[config.mk]
export PLATFORM = sky130hd
export DESIGN_NAME = if_id_buffer
export DESIGN_NICKNAME = d
export VERILOG_FILES = /design/src/rtl/if_id_buffer.sv
export SDC_FILE = /design/constraint.sdc
export NUM_CORES = 1
export LEC_CHECK = 0
export ABC_AREA = 1
export CELL_PAD_IN_SITES_DETAIL_PLACEMENT = 0
export CELL_PAD_IN_SITES_GLOBAL_PLACEMENT = 2
export CORE_UTILIZATION = 35
export CTS_CLUSTER_DIAMETER = 100
export CTS_CLUSTER_SIZE = 12
export DETAILED_ROUTE_END_ITERATION = 12
export DONT_BUFFER_PORTS = 1
export GPL_ROUTABILITY_DRIVEN = 0
export PLACE_DENSITY = 0.7
export SLEW_MARGIN = 5
export SYNTH_ARGS = -nofsm -noshare
export SYNTH_HDL_FRONTEND = slang
export SYNTH_SLANG_ARGS = --single-unit
export TNS_END_PERCENT = 1
[constraint.sdc]
create_clock -name clk -period 2.4 [get_ports clk]
set_input_delay 0.36 -clock clk [delete_from_list [all_inputs] [get_ports clk]]
set_output_delay 0.36 -clock clk [all_outputs]
set_load 0.01 [all_outputs]
[src/rtl/if_id_buffer.sv]
`default_nettype none
// ============================================================================
//  Module      : if_id_buffer
//  Description : Two-entry fetch-to-decode skid queue with flush, HALT freeze
//                and dropped-push diagnostic.
//  Revision    : 1.0 - initial release
// ============================================================================
module if_id_buffer #(
    parameter int          DEPTH      = 2,
    parameter logic [15:0] NOP_INSTR  = 16'h0800,
    parameter logic [15:0] HALT_INSTR = 16'h0000
) (
    input  logic        clk,
    input  logic        rst,
    input  logic [15:0] instrF,
    input  logic [15:0] incPCF,
    input  logic        validF,
    output logic        readyF,
    input  logic        stallD,
    input  logic        flush,
    output logic [15:0] instrD,
    output logic [15:0] incPCD,
    output logic        validD,
    output logic        haltHeld,
    output logic        err
);

    localparam int c_ENTRIES = DEPTH;

    logic [15:0] r_instr [c_ENTRIES];
    logic [15:0] r_incPC [c_ENTRIES];
    logic        r_rdPtr;
    logic        r_wrPtr;
    logic [1:0]  r_count;
    logic        r_haltHeld;

    logic        w_full;
    logic        w_empty;
    logic        w_push;
    logic        w_pop;

    assign w_full   = (r_count == 2'd2);
    assign w_empty  = (r_count == 2'd0);

    // No bypass from full: a same-cycle pop never frees a slot for intake.
    assign readyF   = ~w_full & ~r_haltHeld & ~flush;
    assign w_push   = validF & readyF;
    assign validD   = ~w_empty;
    assign w_pop    = validD & ~stallD & ~flush;
    assign err      = validF & ~readyF & ~flush & ~r_haltHeld & w_full;
    assign haltHeld = r_haltHeld;

    assign instrD   = w_empty ? NOP_INSTR : r_instr[r_rdPtr];
    assign incPCD   = w_empty ? 16'h0000  : r_incPC[r_rdPtr];

    always_ff @(posedge clk or negedge rst) begin
        if (!rst) begin
            r_rdPtr    <= 1'b0;
            r_wrPtr    <= 1'b0;
            r_count    <= 2'd0;
            r_haltHeld <= 1'b0;
        end else if (flush) begin
            r_rdPtr    <= 1'b0;
            r_wrPtr    <= 1'b0;
            r_count    <= 2'd0;
            r_haltHeld <= 1'b0;
        end else begin
            if (w_push) begin
                r_wrPtr <= ~r_wrPtr;
            end
            if (w_pop) begin
                r_rdPtr <= ~r_rdPtr;
            end
            case ({w_push, w_pop})
                2'b10:   r_count <= r_count + 2'd1;
                2'b01:   r_count <= r_count - 2'd1;
                default: r_count <= r_count;
            endcase
            if (w_push && (instrF == HALT_INSTR)) begin
                r_haltHeld <= 1'b1;
            end
        end
    end

    // Payload storage carries no reset; validity is tracked by r_count alone.
    always_ff @(posedge clk) begin
        if (w_push) begin
            r_instr[r_wrPtr] <= instrF;
            r_incPC[r_wrPtr] <= incPCF;
        end
    end

endmodule
`default_nettype wire

Word-level counts from Yosys, hierarchy flattened
Memory sizes are Yosys's and may differ from the RTL's.
Index checks and enable logic that the tools add are counted.

word-level totals
  input bits = 37
  bits in registers = 5
  memory bits (read-only) = 0
  bits in writable memories = 64
  latch bits = 0
  logic and storage cells = 47
  memories = 2

cells by class
  order comparisons = 0
  $mul = 0
  reductions and logical operators = 7
  eq/ne operators = 3
  bitwise operators = 17
  $add $sub $neg = 2
  multiplexer cells = 12
  divide/modulo/power cells = 0
  shift operators = 0

memories
  memory   depth  width  read ports  clocked after Yosys merged registers in  write ports  RTL line  RTL
  r_incPC  2      16     1           0                                        1            31        logic [15:0] r_incPC [c_ENTRIES];
  r_instr  2      16     1           0                                        1            30        logic [15:0] r_instr [c_ENTRIES];

operators with widths
  kind                                                                count
  16-bit two-way mux                                                  2
  16-bit logical NOT                                                  1
  1-bit AND                                                           9
  1-bit two-way mux                                                   8
  1-bit inverter                                                      8
  2-bit nonzero test                                                  3
  2-bit == test, second input constant                                2
  2-bit case mux with 2 select lines                                  1
  3-bit nonzero test                                                  1
  2-bit by 1-bit adder with 2-bit output, second input constant       1
  2-bit by 1-bit == test with 1-bit output, second input constant     1
  2-bit logical NOT                                                   1
  2-bit two-way mux                                                   1
  2-bit by 1-bit subtractor with 2-bit output, second input constant  1
  1-bit logical AND                                                   1

Logic depth before layout (Yosys ltp)
Gate-level depths: netlist of the first run.

  depth after elaboration = 9
  mapped depth = 8

Least setup slack after synthesis of the first run
Ideal clock, no wire load.

  path type = register -> register
  start point = register r_count[0]
  end point = memory r_incPC[0][0] (enable)
  path buffers = 0
  period minus slack after synthesis = 2.489 ns
  cell stages (with the launch flop) = 5
  library setup time = 0.422 ns
  data arrival time = 2.067 ns
  path slack = -0.089 ns
  data required time = 1.978 ns
  path through = dfrtp_1 > inv_1 > nand2_2 > nand3_4 > nor2_1

between the ends
  word-level cells in the longest chain between the ends = 7

ends and longest elaborated chain
  item                                     RTL line  RTL
  from (decl)                              34        logic [1:0] r_count;
  from (signal assigned)                   75        2'b10: r_count <= r_count + 2'd1;
  from (signal assigned)                   76        2'b01: r_count <= r_count - 2'd1;
  from (signal assigned)                   77        default: r_count <= r_count;
  2-bit == test                            42        assign w_full = (r_count == 2'd2);
  1-bit inverter                           46        assign readyF = ~w_full & ~r_haltHeld & ~flush;
  1-bit AND (2 in a row)                   46
  1-bit AND                                47        assign w_push = validF & readyF;
  1-bit two-way mux                        87        if (w_push) begin
  1-bit two-way mux (not written as such)  89        r_incPC[r_wrPtr] <= incPCF;
  to (decl)                                31

No other way between the ends.

Final worst setup path of the first run
  start point = register r_rdPtr
  end point = output port instrD[13]

between the ends
  word-level cells in the longest chain between the ends = 2

ends and longest elaborated chain
  item                    RTL line  RTL
  from (decl)             32        logic r_rdPtr;
  from (signal assigned)  72        r_rdPtr <= ~r_rdPtr;
  memory read 2 x 16 bit  -
  16-bit two-way mux      53        assign instrD = w_empty ? NOP_INSTR : r_instr[r_rdPtr];
  to (decl)               21        output logic [15:0] instrD,

No other way between the ends.

==> results by group, run 1 <==
Layout
  – ANT cells: 0
  – Final #Nets: 278
  – Sequential cell area: 0.00205 mm2
  – Area Overhead vs Synth: 15.9%
  – Most frequent cells in the layout: 80 x nand2_1, 64 x edfxtp_1, 33 x a21oi_1, 11 x nor2_1, 9 x clkbuf_8
  – # fillers: 765
  – Commonest non-fill, non-tap cell in the layout: nand2_1
  – Share of cells above drive strength 1: 0.130
  – Multi-input logic area: 664 um2

Setup path
  – CP max FO: 24
  – CP max stage cell: dfrtp_1
  – Critical path class: flip-flop to primary output
  – Worst-path cell chain: buf_4 -> nand2_1 -> a21oi_1
  – Critical Path RT: 2.04 ns
  – Critical path endpoint category: primary output
  – Crit path from: r_rdPtr$_DFFE_PN0P_
  – CP peak stage delay: 0.55 ns
  – FF-to-FF Start: r_count[0]$_DFFE_PN0P_
  – Worst setup SP type: flip-flop
  – Arrival time of the worst setup path: 1.63 ns

Timing
  – Fin Setup TNS: 0 ns
  – FMAX: 0.502 GHz
  – RSZ-0062 raised after global routing: no
  – Fin crit share: 0.830
  – Slew @ Worst Pin: 0.525 ns
  – Tmin final: 1.99 ns
  – Slew Viols, Final: 0
  – Final WS setup: 0.408 ns
  – Setup Skew: 0.00516 ns
  – Hold Fails Final Rpt: 0
  – Endpoints failing setup: 0
  – Worst relative slew slack: 0.649

Global routing
  – Vias in the first global route: 1713
  – Initial antenna violation count: 0
  – Largest net degree at the start of global routing: 25
  – First-pass GRT wire length: 8670 um
  – Overflow after GRT: 0
  – Overall routing resource usage: 0.143

Run status
  – Status: finished with violations
  – Failing checks: design-rule violations

Synth
  – Mean Syn Cell Area: 12.0 um2
  – Syn nets: 268
  – Library cells used by synthesis: 22
  – Sequential-to-total area share from yosys stat: 0.739
  – Mapped Cells: 231
  – #FFs+latches synth: 69
  – Mapped cell area: 0.00277 mm2
  – Ys Warns: 0

Detailed routing
  – DRC errors left: 1
  – Routed WL per cell: 16.0 um
  – Via count: 1626
  – Via density: 4.67
  – 1st-pass router iterations: 8
  – Antenna-violating nets left: 0
  – WL final: 5570 um
  – Initial DRC Count: 80

Pwr
  – Tot Pwr: 0.00292 W
  – Pleak: 1.14 nW
  – Worst VDD drop: 0.000327 V
  – PD cells: 908 mW/mm2

Floorplan
  – Die Area: 0.00828 mm2
  – Die span in y: 91.0 um
  – FP Rows: 32
  – Core ar.: 0.00769 mm2
  – Die width: 91.0 um
  – I/O pin count: 73
  – Initial Utilization: 0.361

Clocking
  – CTS Sinks: 69
  – Worst-path clk slew: 0.07 ns
  – Longest Clk Path Bufs: 2
  – CTS Buf Count: 9
  – Worst-Skew Late Latency: 0.34 ns
  – CTS tree: yes
  – CTS root buffer: clkbuf_8
  – Htree depth: 3

Worst hold path
  – Min-Delay Startpoint: incPCF[8]
  – Min-Delay Path Class: input port to flip-flop

Placed design
  – PortBufs: 0
  – DP Worst Slack: 0.575 ns
  – Detailed Place HPWL: 3720 um

Run
  – Max Cap Violations: 0
==> cell families (layout without fill, tap and decap cells) <==
family,count (synthesis),in the layout,synth area share
buffers and inverters,18,33,0.0271
AO/OA/AOI/OAI,38,38,0.0713
flip-flops,69,69,0.739
AND/OR/NAND/NOR,106,106,0.163
==> critical path, delay by kind of cell (launching register included) <==
kind,cells,cell delay [ns]
buf+inv,1,0.35
compound gates,1,0.30
flops,1,0.55
simple gates,1,0.08
==> cells in the mapped netlist (all sizes together) <==
library cell,count,share of area
nand2,83,0.12
nand3,5,0.014
nor2,15,0.022
o21ai,2,0.0036
clkbuf,4,0.0054
clkinv,1,0.0014
inv,7,0.0095
o22ai,1,0.0023
nor3,2,0.0077
edfxtp,64,0.69
nand3b,1,0.0027
dfrtp,5,0.045
a21oi,34,0.063
buf,6,0.011
o21bai,1,0.0027
==> metal layers <==
metal,up-vias,part of all wire,track usage
met4,0,0.0088,0.0556
met5,-,0,0
li1,813,-,-
met3,6,0.087,0.0712
met1,752,0.39,0.149
met2,55,0.51,0.247
==> stage by stage <==
stage | hold WS (ns) | instances | utilization | area (um2)
2_1_floorplan | 0.0644 | 231 | - | 2770
4_1_cts | 0.0945 | 348 | 0.418 | 3210
5_1_grt | 0.0862 | 348 | 0.418 | 3210
3_3_place_gp | 0.0647 | 331 | 0.383 | 2940
3_5_place_dp | 0.0646 | 331 | 0.383 | 2940
6_report | 0.109 | 348 | 0.418 | 3210
==> power breakdown <==
group          leakage, nW  switching (W)  internal, W
logic                0.359       0.000220    0.0000763
registers            0.655      0.0000219      0.00138
clock network        0.129       0.000429     0.000792
total                 1.14       0.000671      0.00225
==> cell type report <==
type	count	area share
Multi-Input combinational cell	144	0.207
Inverter	8	0.00935
Clock inverter	7	0.0425
Clock buffer	9	0.0386
Sequential cell	69	0.637
Timing Repair Buffer	9	0.0257
Tap cell	102	0.0397
==> flip-flops by register name, summed over array words and instances (netlist names) <==
signal,cells
r_incPC,32
r_wrPtr,1
haltHeld,1
r_count,2
r_instr,32
r_rdPtr,1
==> what timing repair did <==
action / 4_1_cts / 5_1_grt
hold buffers: 1 / 0
gates resized for setup: 0 / 0
setup endpoints to repair: 0 / 0
endpoints found under the hold margin: 5 / 0
buffers inserted: 0 / 0
==> path summary, 6_finish.rpt <==
kind | end | slack (ns) | cells past startpoint
setup / recovery | instrD[13] | 0.41 | 3
hold / removal | r_incPC[1][8]$_DFFE_PP_ | 0.11 | 0
setup reg to reg | r_incPC[0][12]$_DFFE_PP_ | 0.60 | 5
hold reg to reg | r_count[0]$_DFFE_PN0P_ | 0.61 | 2
max in group asynchronous | r_rdPtr$_DFFE_PN0P_ | 1.84 | 1
min in group asynchronous | r_count[0]$_DFFE_PN0P_ | 0.33 | 1
(Power assumes the default switching activity.)
==> run 2, diff against run 1 <==
- PLACE_DENSITY: 0.7 -> 0.67
- clock period: 2.4 -> 2.05 ns (I/O delays scaled with it)
==> results by group, run 2 (synthesis results as in run 1) <==
Setup path
  – Worst path top cell family by delay: simple AND/OR/NAND/NOR gates
  – Worst-path cell chain: nor2_4 -> a21oi_1
  – CP max stage cell: nor2_4
  – Crit path from: r_count[1]$_DFFE_PN0P_
  – Critical path endpoint category: primary output
  – Worst Setup EP: incPCD[6]
  – Critical Path RT: 1.74 ns (-0.30 ns)
  – FF-to-FF Start: r_count[1]$_DFFE_PN0P_
  – Setup slack, reg-to-reg: 0.46 ns (-0.14 ns)
  – CP max FO: 32 (+33%)
  – Arrival time of the worst setup path: 1.69 ns (+0.06 ns)
  – R2R cell count: 6 (+1)
  – CP Buf/Inv Count: 0 (-1)
  – FF-to-FF End: r_count[1]$_DFFE_PN0P_
  – Critical path class: flip-flop to primary output
  – CP Depth: 2 (-1)
  – CP peak stage delay: 0.68 ns (+0.13 ns)
  – Worst setup SP type: flip-flop

Timing
  – Hold slack: 0.0627 ns (-0.0467 ns)
  – Endpoints failing setup: 0 (unchanged)
  – Slew @ Worst Pin: 0.863 ns (+0.338 ns)
  – Tmin final: 1.99 ns
  – Slew Viols, Final: 0 (unchanged)
  – Worst relative slew slack: 0.423 (-0.226)
  – Setup Skew: 0.00971 ns (+0.00455 ns)
  – FMAX: 0.502 GHz
  – Fin crit share: 0.972
  – Hold Fails Final Rpt: 0 (unchanged)
  – RSZ-0062 raised after global routing: yes

Run status
  – Status: finished clean

Detailed routing
  – Via density: 4.69 (+0.33%)
  – DRC errors left: 0 (-1)
  – Via count: 1622 (-0.25%)
  – Antenna-violating nets left: 0 (unchanged)
  – WL final: 5350 um (-4.0%)
  – Routed WL per cell: 15.5 um (-3.4%)
  – 1st-pass router iterations: 3 (-5)
  – Initial DRC Count: 51 (-36%)

Layout
  – Most frequent cells in the layout: 80 x nand2_1, 64 x edfxtp_1, 32 x a21oi_1, 11 x nor2_1, 9 x clkbuf_8
  – ANT cells: 0 (unchanged)
  – Area Overhead vs Synth: 14.4%
  – Fin util: 0.413 (-0.00521)
  – Largest registers: r_incPC x32, r_instr x32, r_count x2
  – Share of cells above drive strength 1: 0.131 (+0.00107)
  – Final #Nets: 276 (-0.72%)
  – # fillers: 724 (-5.4%)
  – Commonest non-fill, non-tap cell in the layout: nand2_1

Global routing
  – Met1 usage: 0.141 (-0.00820)
  – Initial antenna violation count: 0 (unchanged)
  – First-pass GRT wire length: 8320 um (-4.0%)
  – Vias in the first global route: 1682 (-1.8%)
  – Largest net degree at the start of global routing: 34 (+36%)
  – Overflow after GRT: 0 (unchanged)
  – Global route hottest layer: met2
  – Grt met2 use: 0.238 (-0.00947)
  – Grt met3 use: 0.0729 (+0.00168)
  – Overall routing resource usage: 0.138 (-0.00506)

Clocking
  – Longest Clk Path Bufs: 2 (unchanged)
  – Worst-Skew Late Latency: 0.33 ns (about the same)
  – Worst-path clk slew: 0.08 ns (about the same)
  – CTS tree: yes
  – CTS root buffer: clkbuf_8
  – Setup Buffers After CTS: 0 (unchanged)
  – CTS Buf Count: 9 (unchanged)
  – CTS Sinks: 69 (unchanged)
  – Htree depth: 3 (unchanged)

Pwr
  – Reg power frac: 0.520 (+0.040)
  – Clock power share: 0.369 (-0.050)
  – Sw Ratio: 0.244 (+0.0141)
  – Pleak: 1.12 nW (-2.3%)
  – Net switching power: 0.000768 W (+14%)
  – PD cells: 992 mW/mm2 (+9.2%)
  – Worst VDD drop: 0.000472 V (+44%)
  – Power Internal: 0.00238 W (+5.9%)
  – Comb power frac: 0.111 (+0.010)

Floorplan
  – Core ar.: 0.00769 mm2 (unchanged)
  – Die span in y: 91.0 um (unchanged)
  – Initial Utilization: 0.361 (unchanged)
  – Die Area: 0.00828 mm2 (unchanged)
  – Die width: 91.0 um (unchanged)
  – FP Rows: 32 (unchanged)
  – I/O pin count: 73 (unchanged)

Placed design
  – PortBufs: 0 (unchanged)
  – Detailed Place HPWL: 3380 um (-8.9%)

Worst hold path
  – Min-Delay Path Class: input port to flip-flop

Run
  – Max Cap Violations: 0 (unchanged)
[run 2: changes by cell type in the layout (fill, tap and decap cells not counted)]
cell,delta
a21oi_1,-1
a21oi_2,+1
buf_12,+1
buf_4,-3
bufinv_16,-2
clkinv_1,-1
clkinv_2,+2
clkinv_4,+1
clkinvlp_4,+1
inv_6,-1
nor2_2,-1
nor2_4,+1
[run 2: final cells by class]
class | instances | area [um2] | share of cell area
Tap cell | 102 | 128 | 0.0402
Sequential cell | 69 | 2050 | 0.645
Clock buffer | 9 | 124 | 0.0391
Clock inverter | 7 | 90.1 | 0.0284
Timing Repair Buffer | 7 | 80.1 | 0.0252
Multi-Input combinational cell | 144 | 673 | 0.212
Inverter | 8 | 30.0 | 0.00947
[run 2: what timing repair did]
item | CTS | global route
resized for setup | 0 | 1
hold endpoints to repair | 5 | 0
endpoints found under the setup margin | 0 | 31
hold buffers | 1 | 0
[run 2: layer usage]
metal  share of wire  up-vias
li1                -      813
met1            0.40      756
met2            0.51       49
met3           0.089        4
met4          0.0095        0
met5               0        -
[run 2: power groups by stage]
stage | combinational (W) | sequential, W | clock, W
after floorplan | 0.000260 | 0.00166 | 0
after global placement | 0.000352 | 0.00166 | 0
after detailed placement | 0.000354 | 0.00167 | 0
after CTS | 0.000358 | 0.00163 | 0.00120
after global routing | 0.000389 | 0.00164 | 0.00126
final | 0.000349 | 0.00163 | 0.00116
[run 2: how the worst min path moves through the flow]
stage                     startpoint                       end  depth (start not counted)
after global routing       incPCF[0]   r_incPC[0][0]$_DFFE_PP_                          0
after global placement           rst    r_count[1]$_DFFE_PN0P_                          0
after detailed placement         rst    r_count[1]$_DFFE_PN0P_                          0
after CTS                 incPCF[14]  r_incPC[0][14]$_DFFE_PP_                          0
final                     incPCF[14]  r_incPC[0][14]$_DFFE_PP_                          0
after floorplan                  rst      haltHeld$_DFFE_PN0P_                          0
[run 2: metrics by stage]
stage	power (W)	setup TNS [ns]	instances	setup WS, ns	instance area (um2)
5_1_grt	0.00329	-1.27	346	-0.0675	3170
3_5_place_dp	0.00202	0	329	0.387	2940
3_3_place_gp	0.00202	0	329	0.428	2940
2_1_floorplan	0.00192	-13.53	231	-0.423	2770
6_report	0.00315	0	346	0.0564	3170
4_1_cts	0.00320	0	346	0.00874	3170
